File: src/rtl/button_group_arbiter_if.sv
// Button-group arbiter bus: press inputs from the buttons/FSM, grant outputs to the FSM.
// master = arbiter side, slave = game FSM / button side.
interface button_group_arbiter_if #(
    parameter int N_BUTTONS = 4,
    parameter int IDX_WIDTH = 2
);
    logic                 group_enable;
    logic                 mouse_left;
    logic [N_BUTTONS-1:0] button_pressed;
    logic [N_BUTTONS-1:0] button_enable;
    logic                 press_valid;
    logic [IDX_WIDTH-1:0] press_index;
    logic                 busy;

    modport master (
        input  group_enable,
        input  mouse_left,
        input  button_pressed,
        output button_enable,
        output press_valid,
        output press_index,
        output busy
    );

    modport slave (
        output group_enable,
        output mouse_left,
        output button_pressed,
        input  button_enable,
        input  press_valid,
        input  press_index,
        input  busy
    );
endinterface

File: src/rtl/button_group_arbiter.sv
// Grants one button press per click, then locks the group until lockout expires and the mouse is released.
// Optional macro BUTTON_ARB_ROUND_ROBIN_EN selects rotating priority instead of lowest-index priority.
module button_group_arbiter #(
    parameter int N_BUTTONS      = 4,
    parameter int IDX_WIDTH      = 2,
    parameter int LOCKOUT_CYCLES = 650000,
    parameter int CNT_WIDTH      = 20
) (
    input logic                    clk,
    input logic                    rst,
    button_group_arbiter_if.master bus
);

    typedef enum logic [1:0] {
        IDLE,
        LOCK,
        RELEASE
    } state_e;

    state_e               state_q, state_d;
    logic [CNT_WIDTH-1:0] lockCnt_q, lockCnt_d;
    logic [N_BUTTONS-1:0] buttonEnable_q, buttonEnable_d;
    logic                 pressValid_q, pressValid_d;
    logic [IDX_WIDTH-1:0] pressIndex_q, pressIndex_d;
    logic                 busy_q, busy_d;

    logic                 grantHit;
    logic [IDX_WIDTH-1:0] grantIdx;

`ifdef BUTTON_ARB_ROUND_ROBIN_EN
    logic [IDX_WIDTH-1:0] rrPtr_q, rrPtr_d;
    int                   rrDist;
    int                   rrBest;

    // Winner is the set bit with the smallest wrapped distance above the pointer.
    always_comb begin
        grantHit = |bus.button_pressed;
        grantIdx = '0;
        rrDist   = 0;
        rrBest   = N_BUTTONS;
        for (int i = 0; i < N_BUTTONS; i++) begin
            if (bus.button_pressed[i]) begin
                rrDist = (i + N_BUTTONS - int'(rrPtr_q)) % N_BUTTONS;
                if (rrDist < rrBest) begin
                    rrBest   = rrDist;
                    grantIdx = IDX_WIDTH'(i);
                end
            end
        end
    end

    always_comb begin
        rrPtr_d = rrPtr_q;
        if (state_q == IDLE && bus.group_enable && grantHit) begin
            rrPtr_d = (grantIdx == IDX_WIDTH'(N_BUTTONS - 1)) ? '0 : grantIdx + IDX_WIDTH'(1);
        end
    end

    always_ff @(posedge clk) begin
        if (rst) rrPtr_q <= '0;
        else     rrPtr_q <= rrPtr_d;
    end
`else
    always_comb begin
        grantHit = |bus.button_pressed;
        grantIdx = '0;
        for (int i = N_BUTTONS - 1; i >= 0; i--) begin
            if (bus.button_pressed[i]) grantIdx = IDX_WIDTH'(i);
        end
    end
`endif

    always_comb begin
        state_d        = state_q;
        lockCnt_d      = lockCnt_q;
        buttonEnable_d = buttonEnable_q;
        pressValid_d   = 1'b0;
        pressIndex_d   = pressIndex_q;

        // Dropping group_enable aborts any click in progress but keeps the last index.
        if (!bus.group_enable) begin
            state_d        = IDLE;
            lockCnt_d      = '0;
            buttonEnable_d = '0;
        end else begin
            case (state_q)
                IDLE: begin
                    if (grantHit) begin
                        state_d        = LOCK;
                        lockCnt_d      = CNT_WIDTH'(LOCKOUT_CYCLES - 1);
                        buttonEnable_d = '0;
                        pressValid_d   = 1'b1;
                        pressIndex_d   = grantIdx;
                    end else begin
                        buttonEnable_d = '1;
                    end
                end
                LOCK: begin
                    buttonEnable_d = '0;
                    if (lockCnt_q == '0) state_d = RELEASE;
                    else                 lockCnt_d = lockCnt_q - CNT_WIDTH'(1);
                end
                RELEASE: begin
                    buttonEnable_d = '0;
                    if (!bus.mouse_left) state_d = IDLE;
                end
                default: begin
                    state_d        = IDLE;
                    buttonEnable_d = '0;
                end
            endcase
        end

        busy_d = (state_d != IDLE);
    end

    always_ff @(posedge clk) begin
        if (rst) begin
            state_q        <= IDLE;
            lockCnt_q      <= '0;
            buttonEnable_q <= '0;
            pressValid_q   <= 1'b0;
            pressIndex_q   <= '0;
            busy_q         <= 1'b0;
        end else begin
            state_q        <= state_d;
            lockCnt_q      <= lockCnt_d;
            buttonEnable_q <= buttonEnable_d;
            pressValid_q   <= pressValid_d;
            pressIndex_q   <= pressIndex_d;
            busy_q         <= busy_d;
        end
    end

    assign bus.button_enable = buttonEnable_q;
    assign bus.press_valid   = pressValid_q;
    assign bus.press_index   = pressIndex_q;
    assign bus.busy          = busy_q;

endmodule
File: src/flat_wrapper.sv
// flat-port wrapper written by rule: the top's interface ports become plain ports
module button_group_arbiter_flat 
#(
    parameter int N_BUTTONS      = 4,
    parameter int IDX_WIDTH      = 2,
    parameter int LOCKOUT_CYCLES = 650000,
    parameter int CNT_WIDTH      = 20
)
  (clk, rst, bus_group_enable, bus_mouse_left, bus_button_pressed, bus_button_enable, bus_press_valid, bus_press_index, bus_busy);
  button_group_arbiter_if #(.N_BUTTONS(N_BUTTONS), .IDX_WIDTH(IDX_WIDTH)) bus_i ();
  input logic clk;
  input logic rst;
  input wire logic [$bits(bus_i.group_enable)-1:0] bus_group_enable;
  input wire logic [$bits(bus_i.mouse_left)-1:0] bus_mouse_left;
  input wire logic [$bits(bus_i.button_pressed)-1:0] bus_button_pressed;
  output wire logic [$bits(bus_i.button_enable)-1:0] bus_button_enable;
  output wire logic [$bits(bus_i.press_valid)-1:0] bus_press_valid;
  output wire logic [$bits(bus_i.press_index)-1:0] bus_press_index;
  output wire logic [$bits(bus_i.busy)-1:0] bus_busy;
  assign bus_i.group_enable = bus_group_enable;
  assign bus_i.mouse_left = bus_mouse_left;
  assign bus_i.button_pressed = bus_button_pressed;
  assign bus_button_enable = bus_i.button_enable;
  assign bus_press_valid = bus_i.press_valid;
  assign bus_press_index = bus_i.press_index;
  assign bus_busy = bus_i.busy;
  button_group_arbiter #(.N_BUTTONS(N_BUTTONS), .IDX_WIDTH(IDX_WIDTH), .LOCKOUT_CYCLES(LOCKOUT_CYCLES), .CNT_WIDTH(CNT_WIDTH)) u_core (.clk(clk), .rst(rst), .bus(bus_i));
endmodule
File: config.mk
export PLATFORM = sky130hd
export DESIGN_NAME = button_group_arbiter_flat
export DESIGN_NICKNAME = d
export VERILOG_FILES = /design/src/rtl/button_group_arbiter_if.sv /design/src/rtl/button_group_arbiter.sv /design/src/flat_wrapper.sv
export SDC_FILE = /design/constraint.sdc
export NUM_CORES = 1
export LEC_CHECK = 0
export BUFFER_PORTS_ARGS = -buffer_cell sky130_fd_sc_hd__buf_2
export CELL_PAD_IN_SITES_DETAIL_PLACEMENT = 2
export CELL_PAD_IN_SITES_GLOBAL_PLACEMENT = 2
export CORE_ASPECT_RATIO = 0.7
export CORE_UTILIZATION = 37
export DETAILED_ROUTE_END_ITERATION = 10
export PLACE_DENSITY = 0.89
export SLEW_MARGIN = 5
export SYNTH_ARGS = -nofsm -noshare
export SYNTH_HDL_FRONTEND = slang
export SYNTH_SLANG_ARGS = --single-unit
File: constraint.sdc
create_clock -name clk -period 5 [get_ports clk]
set_input_delay 0 -clock clk [delete_from_list [all_inputs] [get_ports clk]]
set_output_delay 0 -clock clk [all_outputs]
set_load 0.1 [all_outputs]
; ---- Word-level counts from Yosys, hierarchy flattened
; Cells that the tools add are included.
[classes]
mux = 14
bitwise_logic = 2
add_sub_neg = 1
n_reduce_logical = 9
n_eq_ne = 4
[op_table]
columns = op, n
row1 = 20-bit 2-to-1 mux, 2
row2 = 20-bit one-hot mux with 2 select lines, 1
row3 = 20-bit logical NOT, 1
row4 = 20-bit by 1-bit subtractor with 20-bit output (second input constant), 1
row5 = 2-bit 2-to-1 mux, 8
row6 = 2-bit one-hot mux with 3 select lines, 1
row7 = 3-bit AND reduction, 2
row8 = 4-bit 2-to-1 mux, 1
row9 = 2-bit nonzero test, 2
row10 = 4-bit OR reduction, 1
row11 = 3-bit OR reduction, 1
row12 = 2-bit by 1-bit == test with 1-bit output (second input constant), 1
row13 = 2-bit == test (second input constant), 1
row14 = 2-bit logical NOT, 1
row15 = 2-bit by 1-bit != test with 1-bit output (second input constant), 1
row16 = 2-bit != test (second input constant), 1
row17 = 1-bit NOT, 2
row18 = 2-bit OR reduction, 1
row19 = 1-bit 2-to-1 mux, 1
[word_totals]
word_cells = 36
in_bits = 8
regBits = 30
out_inout_bits = 8

; ---- Depth between registers and ports, before layout
; Gate-level depths: netlist of the first run.
[logic_depth]
word_depth = 5
mapped_depth = 7
ltp_nobuf = 7

; ---- Worst setup path before layout of the first run
; No wires, ideal clock.
[synth_path]
kind = reg2reg
from = reg u_core.lockCnt_q[3]
to = reg u_core.lockCnt_q[0]
slack_ns = 3.038
path_buffers = 1
required_time_ns = 4.869
setup_ns = 0.131
period_less_slack_ns = 1.962
path_stages_with_launch = 7
arrival_ns = 1.832
path_cell_list = dfxtp_1 -> or4_4 -> or2_1 -> buf_6 -> o311a_4 -> nor3_1 -> a211oi_1
[synth_via]
elab_chain_cells = 3
[synth_lines]
columns = item, line
row1 = start: declaration, button_group_arbiter.sv:21  ; logic [CNT_WIDTH-1:0] lockCnt_q, lockCnt_d;
row2 = start signal: assignment, button_group_arbiter.sv:127  ; lockCnt_q <= lockCnt_d;
row3 = 20-bit logical NOT, button_group_arbiter.sv:100  ; if (lockCnt_q == '0) state_d = RELEASE;
row4 = 2-bit != test (no line), n/a
row5 = 3-bit AND reduction (no line), n/a
; Every way passes these cells.
; A chain may end at the register's enable or synchronous reset.

; ---- Worst setup path after layout of the first run
[layout_path]
from = reg u_core.lockCnt_q[0]
to = reg u_core.lockCnt_q[3]
[layout_via]
elab_chain_cells = 3
elab_cells_between_ends = 6
cone_classes = add/sub (1) / eq/ne (1) / mux (2) / reduce/logical (2)
[layout_lines]
columns = item, line
row1 = 20-bit by 1-bit subtractor with 20-bit output or 20-bit logical NOT (tied branches), "button_group_arbiter.sv:101, button_group_arbiter.sv:100"
row2 = 20-bit 2-to-1 mux or 2-bit != test (tied branches), n/a
row3 = 20-bit one-hot mux with 2 select lines or 3-bit AND reduction (tied branches), n/a
; Parallel ways exist; a longest one is shown, timed or not. The select of a mux whose other input is x is not followed.

==> impl_metrics.env, run 1 <==
export IMPL_rsz0062_at_grt="no"
export IMPL_yosysSeqAreaShare_pct=40.4
export IMPL_wire_per_inst_um=18.6
export IMPL_worst_setup_path_end_kind="flip-flop"
export IMPL_drive_gt1_share_pct=14.6
export IMPL_regArea_sq_um=541
export IMPL_multi_input_area_sq_um=724
export IMPL_synth_cells=154
export IMPL_vdd_ir_drop_max_uv=153
export IMPL_min_from="bus_button_pressed[0]"
export IMPL_synthAdderAreaFrac_pct=1.87
export IMPL_synth_top_family_by_area="simple AND/OR/NAND/NOR gates"
export IMPL_leakage_nw=0.542
export IMPL_r2r_cells=7
export IMPL_tightest_slew_ns=0.895
export IMPL_fillers=379
export IMPL_min_to="u_core.bus.press_index[0]"
export IMPL_synth_simple_area_share_pct=28.7
export IMPL_setup_violations=0
export IMPL_synth_edf_count=0
export IMPL_hpwl_um=2810
export IMPL_clk_pin_slew_worst_paths_ns=0.09
export IMPL_cts_tree="built"
export IMPL_grt_pass1_vias=1266
export IMPL_ctsHoldBuffers=1
export IMPL_cap_violations=0
export IMPL_grt_max_degree=19
export IMPL_synthArstFlopShare_pct=0
export IMPL_relSlewSlack_pct=39.5
export IMPL_ant_nets=0
export IMPL_vias_per_cell=5.58
export IMPL_ctsResizeCount=0
export IMPL_die_w_um=73.9
export IMPL_io_pin_count=16
export IMPL_syn_nets=164
export IMPL_area_growth_pct=9.82
export IMPL_synth_compound_area_share_pct=13.7
export IMPL_stdcell_area_sq_um=1470
export IMPL_r2r_slack_ns=2.44
export IMPL_core_rowCount=17
export IMPL_drt_first_iter_violations=49
export IMPL_yosys_warnings=0
export IMPL_port_buffers=15
export IMPL_core_area_sq_um=3300
export IMPL_post_route_period_util_pct=51.2
export IMPL_synthMuxAreaShare_pct=0.748
export IMPL_reg2reg_to="u_core.lockCnt_q[3]"
export IMPL_required_ns=5.13
export IMPL_drcViolationCount=0
export IMPL_dr_pass1_iters=4
export IMPL_cts_setup_buffers=0
export IMPL_worstSkewPairLatency_ns=0.27
export IMPL_start_util_pct=40.6
export IMPL_grt_overflow=0
export IMPL_cts_path_max_buffers=2
export IMPL_critical_path_class="flip-flop to flip-flop"
export IMPL_htreeDepth=1
export IMPL_synth_xor_area_share_pct=9.17
export IMPL_finalNetCount=175
export IMPL_placed_cell_area_sq_um=1410
export IMPL_cts_buffers=3
export IMPL_ys_types=41
export IMPL_skew_ns=0.00272
export IMPL_outcome="finished, final reports clean"
export IMPL_arrival_ns=2.69
export IMPL_antenna_found_initial=0
export IMPL_synth_cell_area_sq_um=1340
export IMPL_powerDensity_nw_per_um2=306
export IMPL_clock_root_buffer="clkbuf_8"
export IMPL_n_antenna_cell=0
export IMPL_drt_wl_total_um=3920
export IMPL_die_h_um=52.3
export IMPL_syn_avg_cell_area_sq_um=8.69
export IMPL_max_freq_ghz=0.391
export IMPL_final_hold_violation_count=0
export IMPL_crit_fanout=6
export IMPL_grt_pass1_wl_um=6470
export IMPL_vias=1177
export IMPL_slew_violations=0
export IMPL_die_area_sq_um=3860
export IMPL_gp_congestion=0.806
export IMPL_period_needed_ns=2.56
export IMPL_fin_setup_tns_ns=0
export IMPL_grtUsageTotal_pct=23.3
export IMPL_hold_path_class="input port to flip-flop"
export IMPL_ys_seq_elements=27
export IMPL_worstSetupStartpointType="flip-flop"
export IMPL_hold_depth=3
export IMPL_clock_sinks=27
export IMPL_yosys_most_used_dff="dfxtp_1"
export IMPL_r2r_start="u_core.lockCnt_q[0]"
==> critical path, cell delays in order, from the launching register on <==
cell,delay [ns]
dfxtp_1,0.34
inv_1,0.09
ha_1,0.15
nor4b_1,0.73
nand2_1,0.38
o31ai_1,0.48
xor2_1,0.19
a21oi_1,0.08
==> metal layers <==
metal / vias to the layer above / part of all wire (%) / global-route usage [%]
li1: 570 / - / -
met1: 584 / 45 / 26.9
met2: 17 / 51 / 43.0
met3: 6 / 2.9 / 4.62
met4: 0 / 1.6 / 8.33
met5: - / 0 / 0
==> kinds of logic after synthesis <==
kind of cell	Yosys count
compound gates	28
xor+xnor	14
fa+ha+maj	2
buf+inv	14
flops	27
mux	1
simple gates	68
==> cell type report <==
cell class              instances  share of cell area, %
repair buffers                 16                   5.79
multi-input cells             113                   49.3
clock buffers                   4                   3.07
flip-flops and latches         27                   36.8
well taps                      47                   4.00
inverters                       4                   1.02
==> through the flow <==
step | worst slack (ns) | hold WS, ns | std cells | utilization, % | power (mW)
3_3_place_gp | 2.59 | 0.195 | 206 | 42.9 | 0.321
6_report | 2.44 | 0.0305 | 211 | 44.6 | 0.449
5_1_grt | 2.15 | 0.0495 | 211 | 44.6 | 0.471
4_1_cts | 2.35 | 0.0307 | 211 | 44.6 | 0.452
3_5_place_dp | 2.48 | 0.223 | 206 | 42.9 | 0.327
2_1_floorplan | 3.04 | 0.0691 | 154 | - | 0.306
==> cell usage after synthesis, types with 4 or more instances <==
master / instances / share of area (%)
nor4_1: 4 / 1.9
inv_1: 4 / 1.1
nor3_1: 8 / 3.0
dfxtp_1: 27 / 40
nor2_1: 19 / 5.3
xor2_1: 10 / 6.5
xnor2_1: 4 / 2.6
o31ai_1: 4 / 2.2
nand2_1: 9 / 2.5
a21oi_1: 14 / 5.2
clkbuf_1: 5 / 1.4
==> report_power, final <==
group          leakage [nW]  internal, mW  total (mW)  switching (mW)
sequential            0.221         0.224       0.235          0.0104
clock                0.0228        0.0571       0.124          0.0671
combinational         0.297        0.0262      0.0903          0.0641
==> registers in the layout, indices dropped and copies added, names as in the netlist <==
name                      cells
u_core.bus.busy               1
u_core.bus.press_index        2
u_core.bus.press_valid        1
u_core.bus.button_enable      1
u_core.lockCnt_q             20
u_core.state_q                2
==> layout by cell type, fill, tap and decap left out, types with 2 or more instances in the layout <==
master and instances:
nor2_1 19, o21ai_0 2, a211oi_1 2, dfxtp_1 27, or3_1 3, nand3_1 2, buf_2 15, nor3_1 8
xnor2_1 4, or2_2 2, clkbuf_8 3, inv_1 4, a31oi_1 2, o31ai_1 4, xor2_1 10, nand2b_1 2
nand2_1 9, nor4_1 4, nand4_1 3, ha_1 2, or4_1 3, a21oi_1 14, nand3b_1 2
==> worst max path at each step <==
stage / start / endpoint / slack (ns) / cells past startpoint
final: u_core.lockCnt_q[0] / u_core.lockCnt_q[3] / 2.44 / 7
after global routing: u_core.lockCnt_q[0] / u_core.lockCnt_q[3] / 2.15 / 7
after CTS: u_core.lockCnt_q[0] / u_core.lockCnt_q[3] / 2.35 / 7
after detailed placement: u_core.lockCnt_q[0] / u_core.lockCnt_q[3] / 2.48 / 7
after global placement: u_core.lockCnt_q[0] / u_core.lockCnt_q[3] / 2.59 / 7
after floorplan: u_core.lockCnt_q[3] / u_core.lockCnt_q[0] / 3.04 / 6
No activity file was read; power rests on OpenSTA's default activity.
==> run 2, diff against run 1 <==
ABC_AREA = 1   (was unset)
CORE_UTILIZATION = 29   (was 37)
PLACE_DENSITY = 0.82   (was 0.89)
clock period = 2.3 ns   (was 5 ns; I/O delays follow)
==> impl_metrics.env, run 2 <==
export IMPL_outcome="finished, final reports clean"
export IMPL_clk_pin_slew_worst_paths_ns=0.10
export IMPL_drt_wl_total_um=5080
export IMPL_max_freq_ghz=0.521
export IMPL_crit_family="simple AND/OR/NAND/NOR gates"
export IMPL_finalNetCount=274
export IMPL_largest_reg_flops=20
export IMPL_vias=1603
export IMPL_period_needed_ns=1.92
export IMPL_grt_pass1_wl_um=8840
export IMPL_synth_edf_count=0
export IMPL_min_from="bus_group_enable"
export IMPL_crit_buf_inv=2
export IMPL_io_pin_count=16
export IMPL_slew_violations=0
export IMPL_antenna_found_initial=0
export IMPL_grt_pass1_vias=1804
export IMPL_hpwl_um=3710
export IMPL_synth_most_common_cell="nand2_1"
export IMPL_vias_per_cell=4.79
export IMPL_grt_max_degree=22
export IMPL_gp_congestion=0.744
export IMPL_drive_gt1_share_pct=17.9
export IMPL_path_cells="inv_1 > ha_1 > nand3_1 > nor2_1 > nand3_2 > nand2_2 > nand2_4 > inv_6 > nand2_1 > a21oi_1"
export IMPL_ys_top_cells_by_count="nand2_1, nor2_1, dfxtp_1"
export IMPL_largest_register="u_core.lockCnt_q"
export IMPL_cts_tree="built"
export IMPL_synth_area_top_cells="dfxtp_1, nand2_1, nor2_1, nand3_1, inv_1"
export IMPL_n_antenna_cell=0
export IMPL_grt_overflow=0
export IMPL_die_w_um=91.7
export IMPL_ys_types=31
export IMPL_yosysSeqAreaShare_pct=33.1
export IMPL_critical_path_class="flip-flop to flip-flop"
export IMPL_required_ns=2.51
export IMPL_yosys_most_used_dff="dfxtp_1"
export IMPL_grtUsageTotal_pct=19.2
export IMPL_htreeDepth=1
export IMPL_cts_path_max_buffers=2
export IMPL_r2r_cells=10
export IMPL_final_hold_violation_count=0
export IMPL_r2r_start="u_core.lockCnt_q[0]"
export IMPL_synthArstFlopShare_pct=0
export IMPL_die_h_um=64.8
export IMPL_synth_cells=249
export IMPL_syn_avg_cell_area_sq_um=6.56
export IMPL_reg2reg_to="u_core.lockCnt_q[8]"
export IMPL_syn_nets=259
export IMPL_power_mw=1.17
export IMPL_drcViolationCount=0
export IMPL_tightest_slew_ns=0.491
export IMPL_setup_violations=0
export IMPL_arrival_ns=2.12
export IMPL_clock_sinks=27
export IMPL_wire_per_inst_um=15.2
export IMPL_yosys_warnings=0
export IMPL_max_stage_delay_ns=0.32
export IMPL_synth_cell_area_sq_um=1630
export IMPL_cts_buffers=3
export IMPL_final_common_cell="nand2_1"
export IMPL_relSlewSlack_pct=67.5
export IMPL_hold_path_class="input port to flip-flop"
export IMPL_drt_first_iter_violations=25
export IMPL_leakage_nw=0.836
export IMPL_r2r_slack_ns=0.38
export IMPL_start_util_pct=30.6
export IMPL_hold_depth=3
export IMPL_slowest_stage="dfxtp_1"
export IMPL_setup_worst_path_start="u_core.lockCnt_q[0]"
export IMPL_dr_pass1_iters=4
export IMPL_die_area_sq_um=5940
export IMPL_core_area_sq_um=5340
export IMPL_ctsResizeCount=0
export IMPL_synth_top_cell_area_share_pct=33.1
export IMPL_most_common_layout_cells="nand2_1, nor2_1, dfxtp_1"
export IMPL_min_to="u_core.bus.button_enable[2]"
export IMPL_skew_ns=0.00880
export IMPL_area_growth_pct=9.95
export IMPL_port_buffers=15
export IMPL_clock_root_buffer="clkbuf_8"
export IMPL_post_route_period_util_pct=83.4
export IMPL_crit_fanout=21
export IMPL_worst_setup_path_end_kind="flip-flop"
export IMPL_worstSetupStartpointType="flip-flop"
export IMPL_worstSkewPairLatency_ns=0.29
export IMPL_ant_nets=0
export IMPL_fin_setup_tns_ns=0
export IMPL_cap_violations=0
export IMPL_vdd_ir_drop_max_uv=230
export IMPL_ys_seq_elements=27
export IMPL_synth_top_cell_by_area="dfxtp_1"
export IMPL_core_rowCount=22
export IMPL_rsz0062_at_grt="no"
export IMPL_powerDensity_nw_per_um2=653
run 2: cell count changes after synthesis, sizes merged, moves of 5 or more:
| cell | previous run | this run |
|---|---|---|
| nand3 | 2 | 20 |
| clkbuf | 6 | 1 |
| nor2 | 19 | 48 |
| xor2 | 10 | 2 |
| inv | 4 | 22 |
| nand2 | 9 | 81 |
| nor4 | 5 | 0 |
| nor3 | 8 | 2 |
| a21oi | 14 | 20 |
run 2: how the worst max path moves through the flow:
stage | cells after the start | end | slack, ns
3_5_place_dp | 10 | u_core.lockCnt_q[9] | 0.52
5_1_grt | 10 | u_core.lockCnt_q[8] | 0.19
6_report | 10 | u_core.lockCnt_q[8] | 0.38
2_1_floorplan | 1 | bus_button_enable[1] | 0.91
4_1_cts | 10 | u_core.lockCnt_q[19] | 0.42
3_3_place_gp | 10 | u_core.lockCnt_q[3] | 0.56
run 2: worst min-delay path, cell delays in order:
cell	delay [ns]
buf_2	0.11
nand2_1	0.08
nor3_1	0.06
run 2: cells by family (layout without fill, tap and decap cells):
group | count (synthesis) | in the layout | share of synthesized area, %
compound gates | 25 | 25 | 9.57
flops | 27 | 27 | 33.1
xor+xnor | 4 | 4 | 2.14
simple gates | 160 | 160 | 43.6
buf+inv | 31 | 45 | 10.1
fa+ha+maj | 2 | 2 | 1.53
run 2: final cells by class:
type / count / area (sq um)
Clock inverter: 1 / 5.00
Tap cell: 72 / 90.1
Fill cell: 677 / 3540
Sequential cell: 27 / 541
Multi-Input combinational cell: 191 / 928
Clock buffer: 3 / 41.3
Inverter: 23 / 91.3
Timing Repair Buffer: 18 / 100
run 2: timing repair:
action	CTS	global route
buffers inserted	0	0
hold endpoints to repair	3	0
hold buffers	1	0
run 2: routing by layer:
metal	wire length, um	vias up	GRT usage [%]
met5	0	-	0
met4	29	0	3.32
met3	79	4	3.87
met2	2310	6	33.0
met1	2650	787	25.4
li1	-	806	-
run 2: per-stage QoR:
step           setup WS (ns)  hold WS (ns)  util [%]  std cells  instance area [sq um]
2_1_floorplan          0.908        0.0724         -        249                   1630
3_3_place_gp           0.561         0.218      32.6        330                   1740
3_5_place_dp           0.517         0.235      32.6        330                   1740
4_1_cts                0.421       0.00491      33.6        335                   1800
5_1_grt                0.189        0.0482      33.6        335                   1800
6_report               0.381        0.0159      33.6        335                   1800
run 2: power breakdown:
group	internal, mW	switching, mW
Sequential	0.492	0.0249
Clock	0.122	0.168
Combinational	0.108	0.258
Total	0.723	0.451
